### config.mk
export PLATFORM = sky130hd
export DESIGN_NAME = tns_enc_06
export DESIGN_NICKNAME = d
export VERILOG_FILES = /design/src/rtl/tns_enc_06_pkg.sv /design/src/rtl/tns_enc_06_step.sv /design/src/rtl/tns_enc_06.sv
export SDC_FILE = /design/constraint.sdc
export NUM_CORES = 1
export LEC_CHECK = 0
export CAP_MARGIN = 20
export CORE_MARGIN = 4
export CORE_UTILIZATION = 40
export DETAILED_ROUTE_END_ITERATION = 6
export HOLD_SLACK_MARGIN = 0.03
export PLACE_DENSITY_LB_ADDON = 0.12
export SLEW_MARGIN = 20
export SYNTH_ARGS = -nofsm -noshare
export SYNTH_HDL_FRONTEND = slang
export SYNTH_SLANG_ARGS = --single-unit
### constraint.sdc
create_clock -name clk -period 3.3 [get_ports clk]
set_clock_uncertainty 0.2 [all_clocks]
set_input_delay 0.66 -clock clk [delete_from_list [all_inputs] [get_ports clk]]
set_output_delay 0.66 -clock clk [all_outputs]
set_load 0.05 [all_outputs]
### src/rtl/tns_enc_06_pkg.sv
// Shared TNS constants: bit weights, word widths, range limit and encoder FSM states.
// The TNS decoders import the same package so both ends agree on the weights.
package tns_enc_06_pkg;

  localparam int BLEN02  = 6;
  localparam int CODE_W  = 6;
  localparam int IDX_W   = 3;

  localparam int TNS02_A = 13;
  localparam int TNS02_B = 8;
  localparam int TNS02_C = 5;
  localparam int TNS01_A = 3;
  localparam int TNS01_B = 2;
  localparam int TNS01_C = 1;

  localparam int MAXV = TNS02_A + TNS02_B + TNS02_C + TNS01_A + TNS01_B + TNS01_C;

  typedef enum logic [1:0] {
    ST_IDLE = 2'd0,
    ST_ENC  = 2'd1,
    ST_DONE = 2'd2
  } tns_state_e;

  // Weight of codeword bit idx (bit 5 is TNS02_A, bit 0 is TNS01_C).
  function automatic logic [BLEN02-1:0] weight_of(input logic [IDX_W-1:0] idx);
    logic [BLEN02-1:0] w;
    case (idx)
      3'd5:    w = BLEN02'(TNS02_A);
      3'd4:    w = BLEN02'(TNS02_B);
      3'd3:    w = BLEN02'(TNS02_C);
      3'd2:    w = BLEN02'(TNS01_A);
      3'd1:    w = BLEN02'(TNS01_B);
      3'd0:    w = BLEN02'(TNS01_C);
      default: w = '0;
    endcase
    return w;
  endfunction

endpackage

### src/rtl/tns_enc_06_step.sv
// One greedy TNS encoding step: take the weight if the remainder covers it.
// Operands carry one guard bit so the compare/subtract can never wrap.
module tns_enc_step
  import tns_enc_06_pkg::*;
#(
  parameter int DATA_W = BLEN02
) (
  input  logic [DATA_W:0] rem,
  input  logic [DATA_W:0] weight,
  output logic            code_bit,
  output logic [DATA_W:0] rem_next
);

  assign code_bit = (rem >= weight);
  assign rem_next = code_bit ? (rem - weight) : rem;

endmodule

### src/rtl/tns_enc_06.sv
// Sequential TNS encoder: accepts a binary word, resolves one codeword bit per
// cycle MSB-first, then holds the codeword until the consumer takes it.
module tns_enc_06
  import tns_enc_06_pkg::*;
(
  input  logic              clk,
  input  logic              rst,
  input  logic [BLEN02-1:0] datain,
  input  logic              in_valid,
  output logic              in_ready,
  output logic [CODE_W-1:0] codeout,
  output logic              out_valid,
  input  logic              out_ready,
  output logic              err
);

  tns_state_e         state, state_next;
  logic [BLEN02:0]    rem_p0;
  logic [CODE_W-1:0]  code_p0;
  logic [IDX_W-1:0]   idx_p0;
  logic               err_p0;

  logic [BLEN02:0]    weight;
  logic               code_bit;
  logic [BLEN02:0]    rem_next;

  assign weight = {1'b0, weight_of(idx_p0)};

  tns_enc_step #(.DATA_W(BLEN02)) u_step (
    .rem      (rem_p0),
    .weight   (weight),
    .code_bit (code_bit),
    .rem_next (rem_next)
  );

  always_ff @(posedge clk) begin
    if (rst) state <= ST_IDLE;
    else     state <= state_next;
  end

  always_comb begin
    state_next = state;
    case (state)
      ST_IDLE: if (in_valid)          state_next = ST_ENC;
      ST_ENC:  if (idx_p0 == '0)      state_next = ST_DONE;
      ST_DONE: if (out_ready)         state_next = ST_IDLE;
      default:                        state_next = ST_IDLE;
    endcase
  end

  // Datapath registers: load on acceptance, one greedy step per ENC cycle.
  always_ff @(posedge clk) begin
    if (rst) begin
      rem_p0  <= '0;
      code_p0 <= '0;
      idx_p0  <= '0;
      err_p0  <= 1'b0;
    end else begin
      case (state)
        ST_IDLE: begin
          if (in_valid) begin
            rem_p0  <= {1'b0, datain};
            code_p0 <= '0;
            idx_p0  <= IDX_W'(CODE_W - 1);
            err_p0  <= ({1'b0, datain} > (BLEN02+1)'(MAXV));
          end
        end
        ST_ENC: begin
          code_p0[idx_p0] <= code_bit;
          rem_p0          <= rem_next;
          if (idx_p0 != '0) idx_p0 <= idx_p0 - IDX_W'(1);
          else              err_p0 <= err_p0 | (rem_next != '0);
        end
        default: ;
      endcase
    end
  end

  always_comb begin
    in_ready  = (state == ST_IDLE);
    out_valid = (state == ST_DONE);
    codeout   = (state == ST_DONE) ? code_p0 : '0;
    err       = (state == ST_DONE) ? err_p0  : 1'b0;
  end

endmodule

==> results of run 1 <==
-- routing by layer --
metal | wire, microns | share of wire, % | vias up | global-route usage (%)
li1 | - | - | 753 | -
met1 | 1845 | 49 | 670 | 23.63
met2 | 1688 | 45 | 44 | 28.61
met3 | 205 | 5.4 | 5 | 3.079
met4 | 40 | 1.1 | 0 | 5.109
met5 | 0 | 0 | - | 0
-- Yosys cell counts, types with 2 or more instances --
cell	number	area, sq um
o22ai_1	3	18.77
nand2b_1	6	37.54
a21boi_0	2	15.01
a22oi_1	2	15.01
nand2_1	14	52.55
nor2_1	32	120.1
dfxtp_1	19	380.4
clkbuf_1	8	30.03
a211oi_1	5	37.54
nand3_1	6	30.03
or3_1	3	18.77
a21oi_1	21	105.1
inv_1	10	37.54
a211o_1	2	17.52
nor2b_1	7	43.79
and2_1	7	43.79
o21ai_1	2	10.01
o21ai_0	6	30.03
buf_2	2	10.01
nor3_1	7	35.03
or2_2	3	18.77
nor4_1	3	18.77
o21a_1	3	22.52
ha_1	9	112.6
o211ai_1	2	15.01
a31oi_1	3	18.77
-- how the worst max path moves through the flow --
| stage | startpoint | to | slack, ps |
|---|---|---|---|
| floorplan | idx_p0[2] | rem_p0[6] | 500 |
| global placement | idx_p0[0] | err_p0 | 210 |
| detailed placement | idx_p0[0] | err_p0 | 240 |
| CTS | state[1] | codeout[2] | 110 |
| finish | idx_p0[1] | err_p0 | 180 |
| global route | idx_p0[1] | err_p0 | 60 |
-- worst max-delay path: cells and delay by family, from the launching register on --
| kind | cells | cell delay, ps |
|---|---|---|
| and+or+nand+nor | 2 | 380 |
| AOI/OAI and AO/OA | 5 | 790 |
| DFF | 1 | 470 |
| adders and majority gates | 3 | 910 |
| buffers and inverters | 2 | 220 |
-- repair_timing --
action / in CTS / in global routing
setup endpoints to repair: 0 / 6
gates resized for setup: 0 / 1
setup buffers: 0 / 0
-- cells by family after synthesis --
logic type,after synthesis
simple gates,94
mux,1
buf+inv,22
compound gates,58
flops,19
fa+ha+maj,10
-- power by group through the flow --
stage	Clock, mW	Combinational [mW]	Sequential, mW
after floorplan	0	0.461	0.282
after global placement	0	0.573	0.302
after detailed placement	0	0.576	0.303
after CTS	0.169	0.580	0.298
after global routing	0.183	0.643	0.304
final	0.165	0.585	0.299
-- final cells by class --
type	count	area share, %
inverters	10	2.165
multi-input cells	163	58.23
well taps	46	3.319
repair buffers	21	11.69
flip-flops and latches	19	21.93
clock inverters	1	0.2886
clock buffers	3	2.381
-- layout by cell type, fill, tap and decap left out, types with 5 or more instances in the layout --
cell type	instances
ha_1	9
a21oi_1	21
nor2b_1	6
and2_1	7
nand3_1	6
o21ai_0	6
dfxtp_1	19
clkdlybuf4s50_1	18
inv_1	10
a211oi_1	5
nand2b_1	6
nor3_1	7
nor2_1	32
nand2_1	14
-- flip-flops by register name (all words and copies together) (netlist names) --
name,flops
state,2
code_p0,6
idx_p0,3
err_p0,1
rem_p0,7
-- per-stage QoR --
| step | hold slack, ps | utilization [%] | area [sq um] |
|---|---|---|---|
| floorplan | 243.3 | - | 1476 |
| finish | 268.4 | 50.38 | 1734 |
| CTS | 272.5 | 50.31 | 1732 |
| global route | 299.1 | 50.38 | 1734 |
| global placement | 253.0 | 48.96 | 1685 |
| detailed placement | 262.0 | 48.96 | 1685 |
==> flow_summary.toml, run 1 <==
[detailed_routing]
antenna_left = 0
routed_wl_microns = 3779
drt_iter0_drc = 68
vias = 1472
drt-wirelength-per-cell_microns = 14.37
drc = 0
firstDrtPassIters = 4
avgViaCountPerCell = 5.597

[pwr]
total_power_mw = 1.049
power_leakage_nw = 0.6493
net-switching-power_mw = 0.4692
power_density_mw_per_mm2 = 604.9
seq_power_share_pct = 28.5
p_comb_share_pct = 55.8
p_int_mw = 0.5798
p_clk_share_pct = 15.7
p_sw_share_pct = 44.73
ir_drop_mv = 0.2587

[floorplanning]
io_pins = 19
row_count = 21
coreArea_sq_mm = 0.003442
fp.dieH_microns = 68.76
die_area_sq_mm = 0.004727
start_util_pct = 42.89
die_w_microns = 68.76

[placement]
io_buffers = 18
placed_cells = 259
pre_cts_slack_ps = 237.9
place.gp.congestion = 0.8614
dp_hpwl_microns = 3015

[outcome]
outcome = "complete, no violations"

[clock_tree]
cts_tree = "yes"
clkSinkCount = 19
cts.clk_slew.worst_paths_ps = 70
cts_root_buf = "clkbuf_8"
hold_buffers = 0
cts_buffers = 3
htreeDepth = 1
cts_max_path_buffers = 2
clk_latency_ps = 260

[synth]
synthXorXnorAreaFrac_pct = 0
ys_warn_count = 0
yosysSeqAreaShare_pct = 25.76
syn_area_sq_mm = 0.001476
syn_inst = 204
synthAdderAreaFrac_pct = 8.983
synth_compound_area_share_pct = 25.85
synth_edf_count = 0
async_flop_share_pct = 0
synth_cell_type_count = 43
synthSimpleGateAreaFrac_pct = 32.63
synth_seq_cells = 19
yosys-mux-area-fraction_pct = 0.7627
ys.flop_type = "dfxtp_1"
synth_nets = 224
synth_top_family_by_area = "simple AND/OR/NAND/NOR gates"
avgSynthCellArea_sq_um = 7.237

[timing]
setup_ws_ps = 182.3
relSlewSlack_pct = 51.25
min_period_ps = 3118
drv_slew = 0
tightest_slew_ps = 728.9
finalSetupViolations = 0
hold_viol_final = 0
rsz0062_at_grt = "no"
period_share_pct = 94.48
tns_ps = 0
fmax_mhz = 320.7

[setup_path]
crit_chain = "inv_1 -> ha_1 -> nor2_1 -> o21ai_0 -> ha_1 -> fa_1 -> inv_1 -> o21ai_0 -> a221oi_1 -> a31oi_1 -> nor4_1 -> a211oi_1"
path_max_fanout = 8
critPathMaxStageDelay_ps = 470
arrival_ps = 3030
rrSetupSlack_ps = 180
crit_type = "register to register"
slowest_stage = "dfxtp_1"
rr_worst_depth = 12
r2r-end = "err_p0"
regToRegStartpoint = "idx_p0[1]"
worst_ep_required_time_ps = 3210
end_kind = "register"
worst_setup_path_start_kind = "register"

[grt]
grt_pass1_vias = 1373
grt_pass1_wl_microns = 6279
antenna_found_initial = 0
grt_start_max_net_pins = 20
grt_overflow = 0
grt_usage_pct = 17.57

[finish]
seq_area_sq_um = 380.4
syn2layout_area_growth_pct = 17.46
instances_no_fill = 263
n_antenna_cell = 0
multiInputGateArea_sq_mm = 0.001010
final_net_count = 238
fillers = 356
drive_gt1_share_pct = 7.834

[worst_hold_path]
worstHoldStart = "code_p0[0]"
hold_end = "code_p0[0]"
hold_class = "register to register"
hold_depth = 2

[job]
cap_violations = 0
Power figures use the tool's default switching activity.
==> run 2: changes to the inputs <==
- HOLD_SLACK_MARGIN: 0.03 -> not set
- PLACE_DENSITY: not set -> 0.63
- PLACE_DENSITY_LB_ADDON: 0.12 -> not set
- RECOVER_POWER: not set -> 25
==> flow_summary.toml, run 2 (synthesis gave the netlist of run 1 again) <==
[outcome]
outcome = "complete, no violations"

[floorplanning]
fp.dieH_microns = 68.76
die_area_sq_mm = 0.004727
io_pins = 19
start_util_pct = 42.89
row_count = 21
coreArea_sq_mm = 0.003442
die_w_microns = 68.76

[timing]
fmax_mhz = 322.9
finalSetupViolations = 0
hold_viol_final = 0
relSlewSlack_pct = 52.19
drv_slew = 0
rsz0062_at_grt = "no"
period_share_pct = 93.84
tightest_slew_ps = 714.9
min_period_ps = 3097
tns_ps = 0

[worst_hold_path]
hold_class = "register to register"

[grt]
grt_pass1_vias = 1352
antenna_found_initial = 0
grt_start_max_net_pins = 20
grt_overflow = 0
grt_pass1_wl_microns = 6306
grt_usage_pct = 17.83

[clock_tree]
cts_buffers = 3
clk_latency_ps = 260
cts_max_path_buffers = 2
hold_buffers = 0
clkSinkCount = 19
cts.clk_slew.worst_paths_ps = 70
htreeDepth = 1
cts_root_buf = "clkbuf_8"
cts_tree = "yes"

[pwr]
power_density_mw_per_mm2 = 604.1
power_leakage_nw = 0.6398
ir_drop_mv = 0.2306

[detailed_routing]
route.met3.wl_microns = 210
drt-wirelength-per-cell_microns = 14.81
dr_wl_met2_microns = 1737
avgViaCountPerCell = 5.732
routed_wl_microns = 3866
firstDrtPassIters = 4
wl_met1_microns = 1867
drt_iter0_drc = 137
drc = 0
antenna_left = 0
highest_layer = "met4"
vias = 1496

[setup_path]
critPathMaxStageDelay_ps = 800
worst_ep_required_time_ps = 2440
worst_setup_path_start_kind = "register"
crit_chain = "nor2b_1 -> and2_1 -> clkdlybuf4s50_1"
crit_type = "register to output port"
end_kind = "output port"
path_buf_inv = 1
path_max_fanout = 11
path_delay_family = "buffers and inverters"
arrival_ps = 2240
slowest_stage = "clkdlybuf4s50_1"

[finish]
drive_gt1_share_pct = 7.907
n_antenna_cell = 0
syn2layout_area_growth_pct = 16.61
largest_register_ff_count = 7
top_regs = "rem_p0: 7 flops, code_p0: 6 flops, idx_p0: 3 flops"
fillers = 353
utilization_pct = 50.02
layout_common_cells = "32 x nor2_1, 21 x a21oi_1, 17 x dfxtp_1, 15 x clkdlybuf4s50_1, 14 x nand2_1"
final_net_count = 236
regMostFlops = "rem_p0"
mostFrequentLayoutCell = "nor2_1"

[placement]
io_buffers = 18
place.gp.congestion = 0.9459
dp_hpwl_microns = 3025

[job]
cap_violations = 0
## run 2: per-layer routing
metal,up-vias,GRT usage [%]
met5,-,0
met4,0,5.596
met3,6,3.566
met2,38,28.37
met1,711,24.14
li1,741,-
## run 2: power breakdown
part           total [mW]  internal (mW)  switching [mW]
clock network       0.165         0.0840          0.0810
registers           0.302          0.258          0.0442
logic               0.573          0.228           0.344
total                1.04          0.571           0.469
## run 2: per-stage QoR
step / std cells / hold WS (ps) / instance area [sq um] / worst slack [ps] / total power, mW
floorplan: 204 / 243.3 / 1476 / 504.4 / 0.7422
global placement: 257 / 258.0 / 1670 / 233.4 / 0.8635
detailed placement: 257 / 257.8 / 1670 / 237.9 / 0.8704
CTS: 261 / 268.8 / 1717 / 174.7 / 1.038
global route: 261 / 302.9 / 1722 / 5.320 / 1.132
finish: 261 / 265.2 / 1722 / 203.4 / 1.040
## run 2: worst min-delay path: stages, from the launching register on
cell and delay, ps:
dfxtp_1 310, nand3_1 60, a21oi_1 60
## run 2: worst paths after layout
kind | startpoint | endpoint | slack, ps | cells past startpoint
setup / recovery | state[1] | codeout[5] | 200 | 3
hold / removal | code_p0[4] | code_p0[4] | 270 | 2
setup reg to reg | idx_p0[2] | err_p0 | 270 | 9
hold reg to reg | code_p0[4] | code_p0[4] | 270 | 2
## run 2: final cells by class
cell class / count / area [sq um] / share of cell area (%)
multi-input cells: 163 / 1010 / 58.65
repair buffers: 19 / 187.7 / 10.90
inverters: 10 / 37.54 / 2.180
clock buffers: 3 / 41.29 / 2.398
clock inverters: 1 / 5.005 / 0.2907
flip-flops and latches: 19 / 382.9 / 22.24
well taps: 46 / 57.56 / 3.343
## run 2: repair_timing
| item | CTS | global route |
|---|---|---|
| setup buffers | 0 | 0 |
| setup endpoints to repair | 0 | 2 |
| resized for setup | 0 | 3 |
==> run 3: changes to the inputs <==
- GPL_ROUTABILITY_DRIVEN: not set -> 1
==> results of run 3 <==
Same layout as run 2: the final DEF is identical, and so are final timing and power.
